$ cat src/rtl/spi_xfer_engine_if.sv
// spi_xfer_engine_if: host-side data/flag bus plus the SPI pins of the transfer engine.
// The master modport is the engine's view and the slave modport is the host/bus-model view.
interface spi_xfer_engine_if #(
   parameter int unsigned DATA_W = 8
);
   logic [DATA_W-1:0] DATA_IN;
   logic              SENDER_WRITE;
   logic              RECEIVER_READ;
   logic [DATA_W-1:0] DATA_OUT;
   logic              SENDER_REG_FULL;
   logic              SENDER_REG_EMPTY;
   logic              RECEIVER_REG_FULL;
   logic              RECEIVER_REG_EMPTY;
   logic              RX_OVERRUN;
   logic              BUSY;
   logic              SCK;
   logic              MOSI;
   logic              SS_N;
   logic              MISO;

   modport master (
      input  DATA_IN, SENDER_WRITE, RECEIVER_READ, MISO,
      output DATA_OUT, SENDER_REG_FULL, SENDER_REG_EMPTY, RECEIVER_REG_FULL,
             RECEIVER_REG_EMPTY, RX_OVERRUN, BUSY, SCK, MOSI, SS_N
   );

   modport slave (
      output DATA_IN, SENDER_WRITE, RECEIVER_READ, MISO,
      input  DATA_OUT, SENDER_REG_FULL, SENDER_REG_EMPTY, RECEIVER_REG_FULL,
             RECEIVER_REG_EMPTY, RX_OVERRUN, BUSY, SCK, MOSI, SS_N
   );
endinterface

$ cat src/rtl/spi_xfer_engine.sv
// spi_xfer_engine: SPI master (CPHA=0) with 1-deep sender holding reg, shift reg and
// 1-deep receiver holding reg. Define SPI_LSB_FIRST_EN to shift LSB first (default MSB first).
module spi_xfer_engine #(
   parameter int unsigned DATA_W  = 8,
   parameter int unsigned CLK_DIV = 2,
   parameter bit          CPOL    = 1'b0
) (
   input logic               S_CLK,
   input logic               CLR_N,
   spi_xfer_engine_if.master bus
);
   localparam int unsigned DivW = (CLK_DIV > 1) ? $clog2(CLK_DIV) : 1;
   localparam int unsigned TglW = $clog2(2 * DATA_W);
   localparam logic [DivW-1:0] DivLast = DivW'(CLK_DIV - 1);
   localparam logic [TglW-1:0] TglLast = TglW'(2 * DATA_W - 1);

   typedef enum logic [1:0] {StIdle, StLoad, StShift, StDone} state_e;

   state_e            state_q, state_d;
   logic [DATA_W-1:0] hold_q, shreg_q, data_out_q;
   logic              tx_full_q, rx_full_q, ovr_q;
   logic              sck_q, mosi_q, ss_n_q;
   logic [DivW-1:0]   div_q;
   logic [TglW-1:0]   tgl_q;
   logic              start_xfer, tick, last_tgl, done_go;
   logic              first_bit, next_bit;
   logic [DATA_W-1:0] shifted;

`ifdef SPI_LSB_FIRST_EN
   assign first_bit = hold_q[0];
   assign next_bit  = shreg_q[0];
   assign shifted   = {bus.MISO, shreg_q[DATA_W-1:1]};
`else
   assign first_bit = hold_q[DATA_W-1];
   assign next_bit  = shreg_q[DATA_W-1];
   assign shifted   = {shreg_q[DATA_W-2:0], bus.MISO};
`endif

   // FSM state register
   always_ff @(posedge S_CLK or negedge CLR_N) begin
      if (!CLR_N) state_q <= StIdle;
      else        state_q <= state_d;
   end

   // Next-state logic; start_xfer covers both IDLE->LOAD and chained DONE->LOAD
   always_comb begin
      state_d    = state_q;
      start_xfer = 1'b0;
      done_go    = 1'b0;
      tick       = 1'b0;
      last_tgl   = 1'b0;
      unique case (state_q)
         StIdle: begin
            if (tx_full_q) begin
               start_xfer = 1'b1;
               state_d    = StLoad;
            end
         end
         StLoad: state_d = StShift;
         StShift: begin
            tick     = (div_q == DivLast);
            last_tgl = tick && (tgl_q == TglLast);
            if (last_tgl) state_d = StDone;
         end
         StDone: begin
            done_go = 1'b1;
            if (tx_full_q) begin
               start_xfer = 1'b1;
               state_d    = StLoad;
            end else begin
               state_d = StIdle;
            end
         end
         default: state_d = StIdle;
      endcase
   end

   // Sender holding reg: writes land only while empty; starting a transfer frees it
   always_ff @(posedge S_CLK or negedge CLR_N) begin
      if (!CLR_N) begin
         hold_q    <= '0;
         tx_full_q <= 1'b0;
      end else if (start_xfer) begin
         tx_full_q <= 1'b0;
      end else if (bus.SENDER_WRITE && !tx_full_q) begin
         hold_q    <= bus.DATA_IN;
         tx_full_q <= 1'b1;
      end
   end

   // Shift reg, SCK divider and SPI pins; even toggle index = leading edge (sample)
   always_ff @(posedge S_CLK or negedge CLR_N) begin
      if (!CLR_N) begin
         shreg_q <= '0;
         sck_q   <= CPOL;
         mosi_q  <= 1'b0;
         ss_n_q  <= 1'b1;
         div_q   <= '0;
         tgl_q   <= '0;
      end else if (start_xfer) begin
         shreg_q <= hold_q;
         mosi_q  <= first_bit;
         ss_n_q  <= 1'b0;
         sck_q   <= CPOL;
         div_q   <= '0;
         tgl_q   <= '0;
      end else if (state_q == StShift) begin
         if (tick) begin
            div_q <= '0;
            tgl_q <= tgl_q + 1'b1;
            sck_q <= ~sck_q;
            if (!tgl_q[0])            shreg_q <= shifted;
            else if (!last_tgl)       mosi_q  <= next_bit;
         end else begin
            div_q <= div_q + 1'b1;
         end
      end else if (done_go) begin
         ss_n_q <= 1'b1;
         mosi_q <= 1'b0;
      end
   end

   // Receiver holding reg; a read in the DONE cycle consumes the old word, so no overrun
   always_ff @(posedge S_CLK or negedge CLR_N) begin
      if (!CLR_N) begin
         data_out_q <= '0;
         rx_full_q  <= 1'b0;
         ovr_q      <= 1'b0;
      end else if (done_go) begin
         data_out_q <= shreg_q;
         rx_full_q  <= 1'b1;
         if (rx_full_q && !bus.RECEIVER_READ)     ovr_q <= 1'b1;
         else if (rx_full_q && bus.RECEIVER_READ) ovr_q <= 1'b0;
      end else if (bus.RECEIVER_READ && rx_full_q) begin
         rx_full_q <= 1'b0;
         ovr_q     <= 1'b0;
      end
   end

   assign bus.DATA_OUT           = data_out_q;
   assign bus.SENDER_REG_FULL    = tx_full_q;
   assign bus.SENDER_REG_EMPTY   = ~tx_full_q;
   assign bus.RECEIVER_REG_FULL  = rx_full_q;
   assign bus.RECEIVER_REG_EMPTY = ~rx_full_q;
   assign bus.RX_OVERRUN         = ovr_q;
   assign bus.BUSY               = (state_q != StIdle);
   assign bus.SCK                = sck_q;
   assign bus.MOSI               = mosi_q;
   assign bus.SS_N               = ss_n_q;
endmodule

$ cat src/flat_wrapper.sv
// flat-port wrapper written by rule: the top's interface ports become plain ports
module spi_xfer_engine_flat 
#(
   parameter int unsigned DATA_W  = 8,
   parameter int unsigned CLK_DIV = 2,
   parameter bit          CPOL    = 1'b0
)
  (S_CLK, CLR_N, bus_DATA_IN, bus_SENDER_WRITE, bus_RECEIVER_READ, bus_MISO, bus_DATA_OUT, bus_SENDER_REG_FULL, bus_SENDER_REG_EMPTY, bus_RECEIVER_REG_FULL, bus_RECEIVER_REG_EMPTY, bus_RX_OVERRUN, bus_BUSY, bus_SCK, bus_MOSI, bus_SS_N);
  spi_xfer_engine_if #(.DATA_W(DATA_W)) bus_i ();
  input logic S_CLK;
  input logic CLR_N;
  input wire logic [$bits(bus_i.DATA_IN)-1:0] bus_DATA_IN;
  input wire logic [$bits(bus_i.SENDER_WRITE)-1:0] bus_SENDER_WRITE;
  input wire logic [$bits(bus_i.RECEIVER_READ)-1:0] bus_RECEIVER_READ;
  input wire logic [$bits(bus_i.MISO)-1:0] bus_MISO;
  output wire logic [$bits(bus_i.DATA_OUT)-1:0] bus_DATA_OUT;
  output wire logic [$bits(bus_i.SENDER_REG_FULL)-1:0] bus_SENDER_REG_FULL;
  output wire logic [$bits(bus_i.SENDER_REG_EMPTY)-1:0] bus_SENDER_REG_EMPTY;
  output wire logic [$bits(bus_i.RECEIVER_REG_FULL)-1:0] bus_RECEIVER_REG_FULL;
  output wire logic [$bits(bus_i.RECEIVER_REG_EMPTY)-1:0] bus_RECEIVER_REG_EMPTY;
  output wire logic [$bits(bus_i.RX_OVERRUN)-1:0] bus_RX_OVERRUN;
  output wire logic [$bits(bus_i.BUSY)-1:0] bus_BUSY;
  output wire logic [$bits(bus_i.SCK)-1:0] bus_SCK;
  output wire logic [$bits(bus_i.MOSI)-1:0] bus_MOSI;
  output wire logic [$bits(bus_i.SS_N)-1:0] bus_SS_N;
  assign bus_i.DATA_IN = bus_DATA_IN;
  assign bus_i.SENDER_WRITE = bus_SENDER_WRITE;
  assign bus_i.RECEIVER_READ = bus_RECEIVER_READ;
  assign bus_i.MISO = bus_MISO;
  assign bus_DATA_OUT = bus_i.DATA_OUT;
  assign bus_SENDER_REG_FULL = bus_i.SENDER_REG_FULL;
  assign bus_SENDER_REG_EMPTY = bus_i.SENDER_REG_EMPTY;
  assign bus_RECEIVER_REG_FULL = bus_i.RECEIVER_REG_FULL;
  assign bus_RECEIVER_REG_EMPTY = bus_i.RECEIVER_REG_EMPTY;
  assign bus_RX_OVERRUN = bus_i.RX_OVERRUN;
  assign bus_BUSY = bus_i.BUSY;
  assign bus_SCK = bus_i.SCK;
  assign bus_MOSI = bus_i.MOSI;
  assign bus_SS_N = bus_i.SS_N;
  spi_xfer_engine #(.DATA_W(DATA_W), .CLK_DIV(CLK_DIV), .CPOL(CPOL)) u_core (.S_CLK(S_CLK), .CLR_N(CLR_N), .bus(bus_i));
endmodule
$ cat config.mk
export PLATFORM = sky130hd
export DESIGN_NAME = spi_xfer_engine_flat
export DESIGN_NICKNAME = d
export VERILOG_FILES = /design/src/rtl/spi_xfer_engine_if.sv /design/src/rtl/spi_xfer_engine.sv /design/src/flat_wrapper.sv
export SDC_FILE = /design/constraint.sdc
export NUM_CORES = 1
export LEC_CHECK = 0
export ABC_AREA = 0
export BUFFER_PORTS_ARGS = -buffer_cell sky130_fd_sc_hd__buf_2
export CAP_MARGIN = 0
export CORE_ASPECT_RATIO = 0.75
export CORE_UTILIZATION = 35
export DETAILED_ROUTE_END_ITERATION = 10
export PLACE_DENSITY = 0.65
export RECOVER_POWER = 100
export SLEW_MARGIN = 30
export SYNTH_ARGS = -nofsm -noshare
export SYNTH_HDL_FRONTEND = slang
export SYNTH_SLANG_ARGS = --single-unit
$ cat constraint.sdc
create_clock -name S_CLK -period 1.8 [get_ports S_CLK]
set_clock_uncertainty 0.15 [all_clocks]
set_input_delay 0.27 -clock S_CLK [delete_from_list [all_inputs] [get_ports S_CLK]]
set_output_delay 0.27 -clock S_CLK [all_outputs]
set_load 0.02 [all_outputs]
-- Yosys cells after proc, flatten, opt, wreduce, memory -nomap -nowiden
Cells that the tools add are included.
- output and inout port bits: 17
- bits in registers: 37
- input port bits: 13
- logic and storage cells: 88
- equality and inequality tests: 11
- add/subtract/negate cells: 2
- bitwise logic cells: 4
- reductions and logical operators: 21
- mux-type cells: 38
- operator list (cell ; count):
    8-bit two-way mux ; 4
    1-bit two-way mux ; 28
    4-bit two-way mux ; 3
    2-bit nonzero test ; 6
    2-bit one-hot mux with 4 select lines ; 1
    2-bit AND reduction ; 4
    2-bit by 1-bit != test with 1-bit output (second input constant) ; 3
    3-bit by 1-bit != test with 1-bit output (second input constant) ; 2
    4-bit by 1-bit adder with 4-bit output (second input constant) ; 1
    2-bit == test (second input constant) ; 2
    4-bit == test (second input constant) ; 1
    1-bit logical AND ; 4
    2-bit two-way mux ; 2
    1-bit inverter ; 4
    4-bit AND reduction ; 1
    3-bit by 2-bit != test with 1-bit output (second input constant) ; 1
    3-bit AND reduction ; 1
    3-bit nonzero test ; 1
    2-bit by 1-bit == test with 1-bit output (second input constant) ; 1
    1-bit logical NOT ; 2
    2-bit logical NOT ; 1
    2-bit != test (second input constant) ; 1
    2-bit OR reduction ; 1
    1-bit adder (second input constant) ; 1

-- Longest topological paths before layout
Gate-level depths: netlist of the first run.
- depth in word-level cells: 8
- mapped depth: 8
- depth with buffers taken out: 6

-- Least setup slack after synthesis of the first run
OpenSTA, ideal clock, no wires.
- kind: register to register
- start point: reg u_core.state_q[0]
- end point: reg u_core.mosi_q (netlist: u_core.bus.MOSI)
- setup time: 0.127 ns
- stages on the path, launching flop included: 8
- period minus slack after synthesis: 1.868 ns
- arrival: 1.591 ns
- setup slack: -0.068 ns
- required time: 1.523 ns
- buffers on the path: 1
- cell sequence: dfrtp_1 > inv_1 > ha_1 > buf_4 > nand2_2 > a311o_1 > o21ai_2 > mux2_1
- longest elaborated chain between the ends: 5
- elaborated cells on any way between the ends: 15
- classes of those cells: eq/ne: 5; mux: 6; reduce/logical: 4
- RTL lines (element ; RTL line ; source):
    start, declared ; spi_xfer_engine.sv:19 ; state_e state_q, state_d;
    start signal, assigned ; spi_xfer_engine.sv:41 ; if (!CLR_N) state_q <= StIdle;
    start signal, assigned ; spi_xfer_engine.sv:42 ; else state_q <= state_d;
    2-bit == test or 2-bit logical NOT (tied branches) ; spi_xfer_engine.sv:52 ; unique case (state_q)
    2-bit OR reduction (no line) ; - ;
    1-bit two-way mux ; - ;
    3-bit by 1-bit != test with 1-bit output (no line), or another cell as far along ; - ;
    4-bit AND reduction (no line) ; - ;
    end signal, assigned ; spi_xfer_engine.sv:102 ; mosi_q <= first_bit;
    end signal, assigned ; spi_xfer_engine.sv:113 ; else if (!last_tgl) mosi_q <= next_bit;
    end, declared ; spi_xfer_engine.sv:22 ; logic sck_q, mosi_q, ss_n_q;
Several ways; a longest one is shown, not always the timed one.
A chain may end at the register's enable or synchronous reset.

-- Worst setup path after layout of the first run
- start point: reg u_core.state_q[1]
- end point: reg u_core.mosi_q (netlist: u_core.bus.MOSI)
The elaborated chain is that of the path after synthesis.

==> flow_summary.yaml, run 1 <==
floorplanning:
  die_area_mm2: 0.004993
  start_util: 0.3670
  dieHeight_um: 61.45
  die_x_um: 81.26
  row_count: 21
  io_pins: 30
  core_area_mm2: 0.004493
timing:
  grt_setup_unrepaired: "false"
  hold_violations: 0
  tightest_slew_ps: 889.9
  fin_crit_ps: 1733
  min_period_over_period: 0.9629
  setup-violations-final: 0
  maxSlewHeadroom: 0.4068
  slew_viol_final: 0
  setup_tns_ps: 0
  fin_ws_ps: 66.85
  whs_ps: 19.28
  clock.fmax_ghz: 0.5770
global_route:
  grt_pass1_wl_um: 5264
  grt_pass1_vias: 1132
  antenna_found_initial: 0
  grtUsageTotal: 0.1464
  overflow: 0
  grt_max_degree: 38
finish:
  fillers: 440
  fin_area_mm2: 0.002026
  final_common_cell: "dfrtp_1"
  syn2layout_area_growth_pct: 22.84
  final_net_count: 208
  layout.cells.non_filler: 247
  regArea_um2: 928.4
  antenna_cells: 0
  fin_util: 0.4508
  layout_common_cells: "35 x dfrtp_1, 20 x clkbuf_1, 19 x nand2_1"
  final_layout_size_suffix_gt1_frac: 0.2947
  multi_input_area_um2: 690.7
critical_path:
  path_class: "register to register"
  reg2regPathDepth: 5
  cp.arrival_ps: 1750
  critPathLaunchType: "register"
  worstReg2RegEnd: "u_core.bus.MOSI$_DFFE_PN0P_"
  path_max_fanout: 5
  r2r_slack_ps: 70
  reg2reg_from: "u_core.state_q[1]$_DFFE_PN0P_"
  end_kind: "register"
  required_ps: 1820
  cp-startpoint: "u_core.state_q[1]$_DFFE_PN0P_"
pwr:
  p_leak_nw: 0.9034
  powerDensity_mw_per_mm2: 1993
  swShare: 0.4031
  peakVddDrop_uv: 673.4
  net-switching-power_mw: 1.627
  seqPwrFrac: 0.379
  p_total_mw: 4.037
  clkPwrFrac: 0.134
  comb_power_share: 0.486
  p_int_mw: 2.410
synthesis:
  synth.top_cell.area_share: 0.5463
  synthDistinctLibCells: 28
  synth.area.top_cells: "dfrtp_1 55%, mux2_2 11%, ha_1 4.6%"
  synth.cell_area_mm2: 0.001649
  synth_seq_cells: 37
  avgSynthCellArea_um2: 11.22
  synth.largest_area_cell: "dfrtp_1"
  syn_nets: 166
  synth_cells: 147
  synth_warnings: 0
  yosysSeqAreaShare: 0.5622
clock_network:
  clockBufferDepth: 2
  cts_tree: "yes"
  clk_latency_ps: 280
  clock-sinks: 37
  cts-root-buf: "clkbuf_8"
  cts_buffers: 5
  cts_max_level: 2
  clkTransAtPathRegs_ps: 70
placed_design:
  dp_cells: 237
  place_area_mm2: 0.001926
  pre_cts_slack_ps: -11.26
  hpwl_um: 2242
  gp_congestion: 0.8001
  io_buffers: 29
routing:
  wl_per_cell_um: 12.60
  drc_errors: 0
  firstDrtPassIters: 4
  first_iter_violations: 32
  routed_wirelength_um: 3111
  vias_per_cell: 4.745
  ant_nets: 0
  num_vias: 1172
min_path:
  whs_endpoint: "u_core.bus.RECEIVER_REG_FULL$_DFFE_PN0P_"
  hp-class: "primary input to register"
  worstHoldStart: "bus_RECEIVER_READ"
  whs_path_depth: 2
run_status:
  status: "completed"
run:
  drv_cap: 0
state kept, by name, summed over array words and instances (netlist names), named ones only:
register and flops:
u_core.bus.DATA_OUT 8, u_core.hold_q 8, u_core.shreg_q 8, u_core.tgl_q 4, u_core.state_q 2, u_core.bus.MOSI 1, u_core.bus.RECEIVER_REG_FULL 1, u_core.bus.SCK 1
u_core.bus.SENDER_REG_FULL 1, u_core.bus.SS_N 1, u_core.div_q 1
synthesized netlist by cell type (all sizes together):
library cell,instances
a21o,1
a21oi,8
a22oi,1
a311o,1
a31oi,7
and4b,1
buf,7
dfrtp,36
dfstp,1
ha,6
inv,7
mux2,17
mux2i,1
nand2,20
nand2b,1
nand3,4
nand4,1
nor2,12
nor2b,3
o21ai,6
o21bai,1
or3,1
xnor2,1
xor2,3
worst max-delay path: stages (launching register included):
cell     delay [ps]
dfrtp_2         450
ha_2            190
nor2b_1         150
a311o_1         280
o21ai_2          60
mux2_1          330
per-layer routing:
metal  part of all wire  wire (µm)  track usage  up-vias
li1                   -          -            -      587
met1               0.52       1609       0.2013      549
met2               0.41       1285       0.2155       29
met3              0.051        158      0.04000        7
met4              0.018         57      0.06888        0
met5                  0          0            0        -
final cells by class:
| type | count | share of cell area |
|---|---|---|
| clock buffer | 8 | 0.03953 |
| inverter | 7 | 0.01297 |
| multi-input combinational | 96 | 0.3410 |
| sequential | 37 | 0.4583 |
| tap | 57 | 0.03521 |
| timing repair buffer | 42 | 0.1130 |
power by group through the flow:
stage | Sequential, mW | Combinational (mW) | Clock [mW]
after global routing | 1.59 | 2.22 | 0.592
after detailed placement | 1.54 | 1.96 | 0
after CTS | 1.53 | 1.97 | 0.567
final | 1.53 | 1.96 | 0.542
after global placement | 1.54 | 1.92 | 0
after floorplan | 1.66 | 1.20 | 0
cells by family (layout without fill, tap and decap cells):
family          after synthesis  in the layout  synth area share
xor+xnor                      4              4           0.02125
simple gates                 43             43            0.1153
buf+inv                      14             57           0.04021
fa+ha+maj                     6              6           0.04552
mux                          18             18            0.1222
compound gates               25             25           0.09333
flops                        37             37            0.5622
worst max-delay path by stage:
| stage | end | slack, ps | depth (start not counted) |
|---|---|---|---|
| after global placement | u_core.bus.MOSI$_DFFE_PN0P_ | 30 | 6 |
| after floorplan | u_core.bus.MOSI$_DFFE_PN0P_ | 5 | 7 |
| after CTS | u_core.bus.MOSI$_DFFE_PN0P_ | 20 | 7 |
| after global routing | u_core.bus.MOSI$_DFFE_PN0P_ | 2 | 7 |
| final | u_core.bus.MOSI$_DFFE_PN0P_ | 70 | 5 |
| after detailed placement | u_core.bus.MOSI$_DFFE_PN0P_ | -10 | 6 |
timing repair:
| action | 4_1_cts | 5_1_grt |
|---|---|---|
| gates resized for setup | 1 | 6 |
| hold buffers | 1 | 0 |
| endpoints found under the setup margin | 1 | 9 |
| buffers inserted | 0 | 1 |
| hold endpoints to repair | 36 | 0 |
(Power assumes the default switching activity.)
==> run 2: changes to the inputs <==
--- a/config.mk
+++ b/config.mk
@@ -6,12 +6,12 @@
 export NUM_CORES = 1
 export LEC_CHECK = 0
 export ABC_AREA = 0
-export BUFFER_PORTS_ARGS = -buffer_cell sky130_fd_sc_hd__buf_2
 export CAP_MARGIN = 0
 export CORE_ASPECT_RATIO = 0.75
 export CORE_UTILIZATION = 35
 export DETAILED_ROUTE_END_ITERATION = 10
-export PLACE_DENSITY = 0.65
+export DONT_BUFFER_PORTS = 1
+export PLACE_DENSITY = 0.6
 export RECOVER_POWER = 100
 export SLEW_MARGIN = 30
 export SYNTH_ARGS = -nofsm -noshare
==> flow_summary.yaml, run 2 (synthesized netlist as in run 1, its figures left out) <==
floorplanning:
  die_x_um: 81.26
  dieHeight_um: 61.45
  die_area_mm2: 0.004993
  start_util: 0.3670
  core_area_mm2: 0.004493
  io_pins: 30
  row_count: 21
finish:
  layout.cells.non_filler: 233
  layout_common_cells: "35 x dfrtp_1, 19 x nand2_1, 16 x mux2_2"
  antenna_cells: 0
  final_net_count: 194
  syn2layout_area_growth_pct: 27.09
  final_common_cell: "dfrtp_1"
  final_layout_size_suffix_gt1_frac: 0.2841
critical_path:
  reg2reg_from: "u_core.state_q[0]$_DFFE_PN0P_"
  worstReg2RegEnd: "u_core.bus.MOSI$_DFFE_PN0P_"
  reg2regPathDepth: 6
  r2r_slack_ps: 30
  end_kind: "register"
  critPathLaunchType: "register"
  setup.worst_path.end: "u_core.bus.MOSI$_DFFE_PN0P_"
  cp.arrival_ps: 1800
  path_max_fanout: 4
  cp-startpoint: "u_core.state_q[0]$_DFFE_PN0P_"
  path_class: "register to register"
  required_ps: 1830
timing:
  grt_setup_unrepaired: "true"
  clock.fmax_ghz: 0.5642
  whs_ps: 232.1
  maxSlewHeadroom: 0.4013
  tightest_slew_ps: 898.0
  setup_tns_ps: 0
  fin_crit_ps: 1772
  min_period_over_period: 0.9846
  slew_viol_final: 0
  hold_violations: 0
  setup-violations-final: 0
global_route:
  overflow: 0
  grt_max_degree: 38
  antenna_found_initial: 0
  grt_pass1_wl_um: 5361
  grt_util_met2: 0.2083
  grtUsageTotal: 0.1485
  grt_pass1_vias: 1088
  grt.met1_usage: 0.2015
  top_usage_layer: "met2"
  grt_use_met3: 0.04296
routing:
  routed_wirelength_um: 3323
  first_iter_violations: 68
  num_vias: 1132
  vias_per_cell: 4.858
  drc_errors: 0
  ant_nets: 0
  wl_per_cell_um: 14.26
  firstDrtPassIters: 4
placed_design:
  dp_cells: 209
  gp_congestion: 0.7895
  io_buffers: 0
  hpwl_um: 2350
run_status:
  status: "completed"
min_path:
  hp-class: "primary input to register"
clock_network:
  clkTransAtPathRegs_ps: 70
  cts_tree: "yes"
  clock-sinks: 37
  clockBufferDepth: 2
  cts-root-buf: "clkbuf_8"
  clk_latency_ps: 290
  cts_buffers: 5
  cts_max_level: 2
pwr:
  p_leak_nw: 0.9257
  powerDensity_mw_per_mm2: 2086
  p_total_mw: 4.372
  peakVddDrop_uv: 816.2
run:
  drv_cap: 0
[run 2: cell count changes in the layout (fill, tap and decap cells not counted), sizes merged]
cell,before,now
buf,21,13
bufinv,0,2
clkbuf,28,9
clkinv,0,1
dlygate4sd3,1,11
[run 2: where the power goes]
group | total [mW] | switching (mW) | internal (mW)
clock | 0.849 | 0.298 | 0.550
combinational | 1.80 | 0.896 | 0.905
sequential | 1.72 | 0.485 | 1.24
total | 4.37 | 1.68 | 2.69
[run 2: cell type report]
cell class              instances  area [µm²]
clock buffers                   5       68.82
well taps                      57       71.32
clock inverters                 3       65.06
flip-flops and latches         37       928.4
multi-input cells              96       699.4
inverters                       7       26.28
fillers                       416        2397
repair buffers                 28       236.5
[run 2: worst min path at each step]
stage	from	to	slack, ps	cells past startpoint
6_report	bus_SENDER_WRITE	u_core.bus.SENDER_REG_FULL$_DFFE_PN0P_	230	3
3_3_place_gp	CLR_N	asynchronous set/reset pin	-170	0
2_1_floorplan	CLR_N	asynchronous set/reset pin	-180	0
5_1_grt	bus_SENDER_WRITE	u_core.bus.SENDER_REG_FULL$_DFFE_PN0P_	260	3
3_5_place_dp	CLR_N	asynchronous set/reset pin	-170	0
4_1_cts	bus_SENDER_WRITE	u_core.bus.SENDER_REG_FULL$_DFFE_PN0P_	230	3
[run 2: through the flow]
step | utilization | area [µm²] | setup slack (ps)
after floorplan | - | 1658 | 4.501
after global placement | 0.3979 | 1788 | 45.94
after detailed placement | 0.3979 | 1788 | -32.96
after CTS | 0.4606 | 2069 | 16.24
after global routing | 0.4664 | 2096 | -10.53
final | 0.4664 | 2096 | 27.65
[run 2: worst max-delay path, stage by stage, from the launching register on]
cell	delay, ps
dfrtp_1	380
inv_2	100
ha_2	210
nor2b_2	170
a311o_1	290
o21ai_2	70
mux2_4	310
[run 2: metal layers]
| layer | up-vias | routed length (µm) |
|---|---|---|
| li1 | 554 | - |
| met1 | 548 | 1568 |
| met2 | 22 | 1511 |
| met3 | 8 | 153 |
| met4 | 0 | 89 |
| met5 | - | 0 |
[run 2: what timing repair did]
action,in CTS,in global routing
setup endpoints to repair,1,9
resized for setup,1,8
hold endpoints to repair,48,0
buffers inserted,2,2
hold buffers,12,0
